`src/rtl/lsu_stage.sv`:
```
// rtl/lsu_stage.sv - load/store memory stage between execute and writeback
//
// Purpose: accepts one op per cycle from execute. Non-memory ops pass straight
// to writeback. Loads/stores are checked for illegal width codes and
// misalignment, then issued as a single outstanding request on the dmem
// req/gnt/rvalid bus. Load data is lane-aligned and extended before writeback.
//
// Optional build macro: LSU_TIMEOUT_EN enables a WAIT-state watchdog that
// raises an access fault after TIMEOUT_CYCLES cycles without a response.
//
// Ports:
//   clk, rst                      clock, asynchronous active-low reset
//   ex_*                          op from execute (valid/ready handshake)
//   flush_i                       kills the current or incoming op
//   dmem_*                        data-memory request/response bus
//   wb_valid_o/rd/we/data         one-cycle writeback result
//   exc_valid_o/cause/tval        one-cycle exception report
module lsu_stage #(
  parameter int DATA_WIDTH     = 32,
  parameter int TIMEOUT_CYCLES = 255
) (
  input  logic                  clk,
  input  logic                  rst,
  input  logic                  ex_valid_i,
  output logic                  ex_ready_o,
  input  logic [DATA_WIDTH-1:0] ex_alu_res_i,
  input  logic [DATA_WIDTH-1:0] ex_store_data_i,
  input  logic                  ex_is_load_i,
  input  logic                  ex_is_store_i,
  input  logic [2:0]            ex_funct3_i,
  input  logic [4:0]            ex_rd_i,
  input  logic                  ex_rd_we_i,
  input  logic                  flush_i,
  output logic                  dmem_req_o,
  output logic                  dmem_we_o,
  output logic [DATA_WIDTH-1:0] dmem_addr_o,
  output logic [DATA_WIDTH-1:0] dmem_wdata_o,
  output logic [3:0]            dmem_be_o,
  input  logic                  dmem_gnt_i,
  input  logic                  dmem_rvalid_i,
  input  logic [DATA_WIDTH-1:0] dmem_rdata_i,
  input  logic                  dmem_err_i,
  output logic                  wb_valid_o,
  output logic [4:0]            wb_rd_o,
  output logic                  wb_we_o,
  output logic [DATA_WIDTH-1:0] wb_data_o,
  output logic                  exc_valid_o,
  output logic [3:0]            exc_cause_o,
  output logic [DATA_WIDTH-1:0] exc_tval_o
);

  typedef enum logic [1:0] {S_IDLE, S_REQ, S_WAIT, S_DRAIN} state_t;

  state_t                r_state;
  logic [DATA_WIDTH-1:0] r_addr;
  logic [DATA_WIDTH-1:0] r_wdata;
  logic [3:0]            r_be;
  logic                  r_is_load;
  logic [2:0]            r_funct3;
  logic [4:0]            r_rd;
  logic                  r_rd_we;

  logic                  r_wb_valid;
  logic [4:0]            r_wb_rd;
  logic                  r_wb_we;
  logic [DATA_WIDTH-1:0] r_wb_data;
  logic                  r_exc_valid;
  logic [3:0]            r_exc_cause;
  logic [DATA_WIDTH-1:0] r_exc_tval;

  logic                  w_accept;
  logic                  w_is_mem;
  logic                  w_f3_illegal;
  logic                  w_misaligned;
  logic [1:0]            w_lane;
  logic [3:0]            w_be;
  logic [DATA_WIDTH-1:0] w_wdata;
  logic [7:0]            w_byte;
  logic [15:0]           w_half;
  logic [DATA_WIDTH-1:0] w_load_data;
  logic                  w_timeout;

  // Decode of the op presented by execute. Load wins when both load and
  // store are flagged.
  always_comb begin
    w_lane   = ex_alu_res_i[1:0];
    w_is_mem = ex_is_load_i | ex_is_store_i;
    w_accept = (r_state == S_IDLE) & ex_valid_i & ~flush_i;

    if (ex_is_load_i)
      w_f3_illegal = (ex_funct3_i == 3'b011) | (ex_funct3_i[2:1] == 2'b11);
    else
      w_f3_illegal = (ex_funct3_i > 3'b010);

    case (ex_funct3_i[1:0])
      2'b01:   w_misaligned = ex_alu_res_i[0];
      2'b10:   w_misaligned = |ex_alu_res_i[1:0];
      default: w_misaligned = 1'b0;
    endcase

    w_be    = 4'b1111;
    w_wdata = '0;
    if (!ex_is_load_i) begin
      case (ex_funct3_i[1:0])
        2'b00: begin
          w_be    = 4'b0001 << w_lane;
          w_wdata = {4{ex_store_data_i[7:0]}};
        end
        2'b01: begin
          w_be    = w_lane[1] ? 4'b1100 : 4'b0011;
          w_wdata = {2{ex_store_data_i[15:0]}};
        end
        default: begin
          w_be    = 4'b1111;
          w_wdata = ex_store_data_i;
        end
      endcase
    end
  end

  // Load extraction from the response word using the latched lane.
  always_comb begin
    w_byte = dmem_rdata_i[{r_addr[1:0], 3'b000} +: 8];
    w_half = dmem_rdata_i[{r_addr[1], 4'b0000} +: 16];
    case (r_funct3)
      3'b000:  w_load_data = {{(DATA_WIDTH-8){w_byte[7]}}, w_byte};
      3'b001:  w_load_data = {{(DATA_WIDTH-16){w_half[15]}}, w_half};
      3'b100:  w_load_data = {{(DATA_WIDTH-8){1'b0}}, w_byte};
      3'b101:  w_load_data = {{(DATA_WIDTH-16){1'b0}}, w_half};
      default: w_load_data = dmem_rdata_i;
    endcase
  end

`ifdef LSU_TIMEOUT_EN
  localparam int TMO_W = $clog2(TIMEOUT_CYCLES + 1);
  logic [TMO_W-1:0] r_tmo_cnt;

  // Counts WAIT cycles without a response; cleared in every other state.
  always_ff @(posedge clk or negedge rst) begin
    if (!rst) begin
      r_tmo_cnt <= '0;
    end else if (r_state != S_WAIT) begin
      r_tmo_cnt <= '0;
    end else if (!dmem_rvalid_i) begin
      r_tmo_cnt <= r_tmo_cnt + 1'b1;
    end
  end

  assign w_timeout = (r_state == S_WAIT) & ~dmem_rvalid_i &
                     (r_tmo_cnt == TMO_W'(TIMEOUT_CYCLES - 1));
`else
  assign w_timeout = 1'b0;
  // Keeps the watchdog limit referenced when the watchdog is compiled out.
  if (TIMEOUT_CYCLES < 1) begin : g_tmo_limit_unused
  end
`endif

  always_ff @(posedge clk or negedge rst) begin
    if (!rst) begin
      r_state     <= S_IDLE;
      r_addr      <= '0;
      r_wdata     <= '0;
      r_be        <= '0;
      r_is_load   <= 1'b0;
      r_funct3    <= '0;
      r_rd        <= '0;
      r_rd_we     <= 1'b0;
      r_wb_valid  <= 1'b0;
      r_wb_rd     <= '0;
      r_wb_we     <= 1'b0;
      r_wb_data   <= '0;
      r_exc_valid <= 1'b0;
      r_exc_cause <= '0;
      r_exc_tval  <= '0;
    end else begin
      r_wb_valid  <= 1'b0;
      r_exc_valid <= 1'b0;
      case (r_state)
        S_IDLE: begin
          if (w_accept) begin
            if (!w_is_mem) begin
              r_wb_valid <= 1'b1;
              r_wb_rd    <= ex_rd_i;
              r_wb_we    <= ex_rd_we_i;
              r_wb_data  <= ex_alu_res_i;
            end else if (w_f3_illegal) begin
              r_exc_valid <= 1'b1;
              r_exc_cause <= 4'd2;
              r_exc_tval  <= ex_alu_res_i;
            end else if (w_misaligned) begin
              r_exc_valid <= 1'b1;
              r_exc_cause <= ex_is_load_i ? 4'd4 : 4'd6;
              r_exc_tval  <= ex_alu_res_i;
            end else begin
              r_addr    <= ex_alu_res_i;
              r_wdata   <= w_wdata;
              r_be      <= w_be;
              r_is_load <= ex_is_load_i;
              r_funct3  <= ex_funct3_i;
              r_rd      <= ex_rd_i;
              r_rd_we   <= ex_rd_we_i;
              r_state   <= S_REQ;
            end
          end
        end
        S_REQ: begin
          // A granted request must still see its response, even if flushed.
          if (flush_i)
            r_state <= dmem_gnt_i ? S_DRAIN : S_IDLE;
          else if (dmem_gnt_i)
            r_state <= S_WAIT;
        end
        S_WAIT: begin
          if (dmem_rvalid_i) begin
            r_state <= S_IDLE;
            // A flush arriving with the response just consumes it silently.
            if (!flush_i) begin
              if (dmem_err_i) begin
                r_exc_valid <= 1'b1;
                r_exc_cause <= r_is_load ? 4'd5 : 4'd7;
                r_exc_tval  <= r_addr;
              end else begin
                r_wb_valid <= 1'b1;
                r_wb_rd    <= r_rd;
                r_wb_we    <= r_is_load & r_rd_we;
                r_wb_data  <= r_is_load ? w_load_data : '0;
              end
            end
          end else if (flush_i) begin
            r_state <= S_DRAIN;
          end else if (w_timeout) begin
            r_exc_valid <= 1'b1;
            r_exc_cause <= r_is_load ? 4'd5 : 4'd7;
            r_exc_tval  <= r_addr;
            r_state     <= S_DRAIN;
          end
        end
        S_DRAIN: begin
          if (dmem_rvalid_i)
            r_state <= S_IDLE;
        end
        default: r_state <= S_IDLE;
      endcase
    end
  end

  assign ex_ready_o   = (r_state == S_IDLE);
  assign dmem_req_o   = (r_state == S_REQ);
  assign dmem_we_o    = (r_state == S_REQ) & ~r_is_load;
  assign dmem_addr_o  = {r_addr[DATA_WIDTH-1:2], 2'b00};
  assign dmem_wdata_o = r_wdata;
  assign dmem_be_o    = r_be;
  assign wb_valid_o   = r_wb_valid;
  assign wb_rd_o      = r_wb_rd;
  assign wb_we_o      = r_wb_we;
  assign wb_data_o    = r_wb_data;
  assign exc_valid_o  = r_exc_valid;
  assign exc_cause_o  = r_exc_cause;
  assign exc_tval_o   = r_exc_tval;

endmodule
```
`config.mk`:
```
export PLATFORM = sky130hd
export DESIGN_NAME = lsu_stage
export DESIGN_NICKNAME = d
export VERILOG_FILES = /design/src/rtl/lsu_stage.sv
export SDC_FILE = /design/constraint.sdc
export NUM_CORES = 1
export LEC_CHECK = 0
export ABC_AREA = 1
export CORE_ASPECT_RATIO = 1.5
export CORE_UTILIZATION = 47
export CTS_CLUSTER_DIAMETER = 120
export CTS_CLUSTER_SIZE = 16
export DETAILED_ROUTE_END_ITERATION = 8
export PLACE_DENSITY = 0.81
export SYNTH_ARGS = -nofsm -noshare
export SYNTH_HDL_FRONTEND = slang
export SYNTH_SLANG_ARGS = --single-unit
```
`constraint.sdc`:
```
create_clock -name clk -period 1.6 [get_ports clk]
set_input_delay 0.32 -clock clk [delete_from_list [all_inputs] [get_ports clk]]
set_output_delay 0.32 -clock clk [all_outputs]
set_load 0.02 [all_outputs]
```
Word level (Yosys, flattened, before mapping)
Cells that the tools add are included.

Input port bits: 114. Bits in registers: 156. Memory bits (read-only): 0. Bits in latches: 0. Memories kept: 0. RAM bits: 0. Output and inout bits: 147.

Shifts and indexed selects: 3. Multiply operators: 0. $add $sub $neg: 0. Order comparisons: 1. Muxes and demuxes: 70. Reductions and logical operators: 9. Eq/ne operators: 23. Div/mod/pow operators: 0. Bitwise gates (word level): 10.

Operators with widths (count): two-way mux 32 bit (14); case mux 32 bit (2 select lines) (3); case mux 32 bit (4 select lines) (1); two-way mux 4 bit (9); indexed part select 32 x 6 -> 16 bit (1); indexed part select 32 x 6 -> 8 bit (1); two-way mux 5 bit (5); two-way mux 2 bit (12); two-way mux 1 bit (18); != test 2 bit (second input constant) (8); case mux 4 bit (2 select lines) (2); AND reduction 7 bit (2); case mux 5 bit (2 select lines) (1); equality test 2 bit (second input constant) (4); case mux 1 bit (2 select lines) (4); case mux 2 bit (4 select lines) (1); equality test 3 bit (second input constant) (2); AND reduction 6 bit (1); AND reduction 5 bit (1); bitwise AND 1 bit (4); equality test 2 x 1 -> 1 bit (second input constant) (2); zero test 2 bit (2); != test 2 x 1 -> 1 bit (second input constant) (2); NOT 1 bit (4); other kinds (11) (12).

Depth between registers and ports, before layout
Depth after elaboration: 7. Gate-level depth with buffers: 13. Mapped depth without buffers: 10.

Worst setup path after synthesis
No wires, ideal clock.

Path kind: in2reg. Start: input ex_funct3_i[1]. End: register r_addr[10]. Slack: -0.298 ns. Setup time: 0.117 ns. Data required time: 1.483 ns. Arrival time: 1.781 ns. Stages on the path: 11. Cell sequence: inv_1 -> clkbuf_1 -> ha_1 -> nand3_1 -> inv_1 -> nor2_2 -> nand2_2 -> buf_6 -> buf_4 -> nand2_1 -> nand2_1.

Word-level cells in the longest chain between the ends: 5. Elaborated cells on any way between the ends: 11.

Ends and longest elaborated chain: start, declared (RTL line 30) `input logic [2:0] ex_funct3_i,`; branches (longest 4 deep; another with > comparator 3 x 2 -> 1 bit); AND reduction 5 bit (no source line) *; end signal, assigned (RTL line 195) `r_addr <= ex_alu_res_i;`; end, declared (RTL line 55) `logic [DATA_WIDTH-1:0] r_addr;`.

Every way passes the cells marked *. A chain may end at the register's enable or synchronous reset.

Worst setup path in the final report
Start: register r_state[0]. End: output dmem_req_o.

Word-level cells in the longest chain between the ends: 1.

Ends and longest elaborated chain: start, declared (RTL line 54) `state_t r_state;`; start signal, assigned (RTL line 209) `r_state <= dmem_gnt_i ? S_DRAIN : S_IDLE;`; equality test 2 x 1 -> 1 bit (RTL line 248) `assign dmem_req_o = (r_state == S_REQ);`; end, declared (RTL line 34) `output logic dmem_req_o,`.

Every way passes these cells.

==> results.json <==
{
  "pre_cts_ws_ps": -641,
  "ys_ff_latch": 155,
  "end_kind": "primary output",
  "synth_common_cells": "nand2_1 (418), dfrtp_1 (155), nand3_1 (106)",
  "grt_pass1_wl_microns": 42700,
  "drc": 0,
  "peakVddDrop_uv": 1100,
  "yosysSeqAreaShare_pct": 47.6,
  "area_growth_pct": 50.1,
  "dieArea_sq_um": 17900,
  "finalNetCount": 1490,
  "synth-edff-count": 0,
  "finalPower_mw": 22.7,
  "critPathMaxFanout": 5,
  "cts_buffer_depth": 2,
  "hpwl_microns": 19900,
  "ys.flop_type": "dfrtp_1",
  "cts_sinks": 155,
  "io_buffers": 257,
  "power_density_nw_per_um2": 1850,
  "path_clk_slew_ps": 70,
  "dr.pass1.iters": 8,
  "ys_types": 26,
  "hold_depth": 5,
  "avgSynthCellArea_sq_um": 7.39,
  "cts_tree": "built",
  "cp.required_ps": 1280,
  "cap_viol_max_count": 0,
  "antenna_found_initial": 0,
  "fin_worst_skew_ps": 12.4,
  "holdPathEnd": "dmem_wdata_o[21]",
  "setup_violations": 13,
  "worstSkewPairLatency_ps": 440,
  "start_util_pct": 48.4,
  "vias_per_cell": 5.57,
  "crit_type": "reg2out",
  "maxSlewViolCount": 0,
  "postSynth.asyncResetShare_pct": 100,
  "final.period_utilization_pct": 102,
  "rsz0062_at_grt": "yes",
  "worstRegToRegCells": 9,
  "grt_pass1_vias": 8385,
  "synth_top_cell_area_share_pct": 47.6,
  "wl_per_cell_microns": 18.8,
  "status": "finished, violations left",
  "final_cell_area_sq_um": 12200,
  "worst-r2r-setup-slack_ps": -20,
  "arrival_ps": 1310,
  "leakagePower_nw": 6.16,
  "holdWs_ps": 347,
  "ant_nets": 0,
  "hold_class": "in2reg",
  "cts_buffers": 17,
  "grt_use_total_pct": 31.7,
  "grt_max_degree": 49,
  "grt.overflow.total": 0,
  "gp_congestion": 0.892,
  "post-route-min-period_ps": 1630,
  "synthCells": 1103,
  "vias": 8885,
  "insertedDiodeCount": 0,
  "reg2reg_from": "r_state[1]",
  "wl_microns": 30100,
  "reg2reg_to": "exc_tval_o[3]",
  "yosysWarnings": 0,
  "yosys.area.top_type": "dfrtp_1",
  "initialDrtViolationCount": 771,
  "drive_above_1_share_pct": 14.1,
  "synth_area_sq_um": 8150,
  "num_rows": 58,
  "die-width_microns": 110,
  "hold_start": "ex_funct3_i[1]",
  "fmax_ghz": 0.614,
  "fin_ws_ps": -29.9,
  "placed_area_sq_um": 11200,
  "synth_most_common_cell": "nand2_1",
  "cts_root_buf": "clkbuf_16",
  "critPathLaunchType": "register",
  "violations": "negative setup slack",
  "hold_violations": 0,
  "die_y_microns": 163,
  "synth_area_leaders": "dfrtp_1 (48%), nand2_1 (19%), nand3_1 (6.5%), nor2_1 (4.5%), a21oi_1 (4.4%)",
  "htreeDepth": 4,
  "fp.coreArea_sq_um": 16800,
  "ios": 261
}
==> worst max path at each step <==
stage,startpoint,to,slack (ps),cells past startpoint
after floorplan,ex_funct3_i[0],dmem_be_o[2],5,11
after global placement,ex_funct3_i[0],dmem_wdata_o[21],-560,10
after detailed placement,ex_funct3_i[0],r_rd[3],-640,10
after CTS,r_state[1],dmem_we_o,-40,2
after global routing,r_state[1],exc_cause_o[2],-70,9
final,r_state[0],dmem_req_o,-30,4
==> repair_timing <==
action / in CTS / in global routing
endpoints found under the hold margin: 31 / 0
hold buffers: 1 / 0
pin swaps: 3 / 11
setup buffers: 5 / 8
setup endpoints to repair: 259 / 146
gates resized for setup: 166 / 63
cloned: 1 / 10
==> registers in the layout, summed over array words and instances, names as in the netlist <==
| name | flops |
|---|---|
| exc_cause_o | 3 |
| wb_rd_o | 5 |
| r_state | 2 |
| r_funct3 | 3 |
| r_addr | 32 |
| r_rd | 5 |
| wb_we_o | 1 |
| exc_tval_o | 32 |
| wb_valid_o | 1 |
| wb_data_o | 32 |
| dmem_wdata_o | 32 |
| r_rd_we | 1 |
| dmem_be_o | 4 |
| r_is_load | 1 |
| exc_valid_o | 1 |
==> per-stage QoR <==
step / util (%) / TNS, ps / cells
after global placement: 66.4 / -67290 / 1538
final: 72.6 / -114 / 1595
after CTS: 69.5 / -55.1 / 1577
after floorplan: - / 0 / 1105
after detailed placement: 66.4 / -78210 / 1538
after global routing: 72.6 / -3060 / 1595
==> cells in the final DEF, fill, tap and decap left out, types with 3 or more instances in the layout <==
| cell | count |
|---|---|
| buf_12 | 19 |
| a31oi_1 | 18 |
| nand2_4 | 4 |
| nand3_1 | 103 |
| buf_6 | 8 |
| ha_4 | 3 |
| inv_1 | 23 |
| nor2_4 | 3 |
| clkbuf_16 | 25 |
| nor2_1 | 93 |
| nand2_1 | 413 |
| inv_2 | 9 |
| o211ai_1 | 21 |
| buf_4 | 58 |
| conb_1 | 3 |
| nor2_2 | 5 |
| o21ai_1 | 30 |
| a21oi_1 | 47 |
| nand3_2 | 4 |
| inv_6 | 7 |
| bufinv_16 | 3 |
| o21ai_0 | 29 |
| clkinvlp_4 | 3 |
| dfrtp_1 | 154 |
| a21oi_2 | 24 |
| dlygate4sd2_1 | 141 |
| clkdlybuf4s50_1 | 108 |
| nand2_2 | 5 |
==> where the power goes <==
| group | internal, mW | total [mW] | switching, mW |
|---|---|---|---|
| clock network | 2.53 | 4.31 | 1.78 |
| logic | 4.29 | 11.2 | 6.92 |
| registers | 5.83 | 7.15 | 1.33 |
==> cells by family after synthesis <==
family                   Yosys count  share of synthesized area [%]
AND/OR/NAND/NOR                  635                           31.4
adder cells (fa/ha/maj)            4                          0.614
AO/OA/AOI/OAI                    172                           11.6
other                              1                         0.0460
buffers and inverters            136                           8.72
flip-flops                       155                           47.6
==> final cells by class <==
class                           count  area [sq um]
Timing Repair Buffer              350          3520
Inverter                           34           135
Multi-Input combinational cell    814          3810
Sequential cell                   155          3880
Tap cell                          210           263
Clock inverter                     14           181
Clock buffer                       18           439
Fill cell                        1329          4610
==> critical path, stage by stage (launching register included) <==
cell     delay (ps)
dfrtp_1         370
inv_2            70
buf_4           130
nor2_2          150
buf_6           150
==> layer usage <==
layer	part of all wire (%)	vias to the layer above	GRT usage, %	wire length, microns
li1	-	4084	-	-
met1	35	4167	34.0	10400
met2	52	505	56.0	15500
met3	8.2	129	7.86	2460
met4	5.8	0	17.4	1740
met5	0	-	0	0
Note: power is estimated with default switching activity, not from simulation.
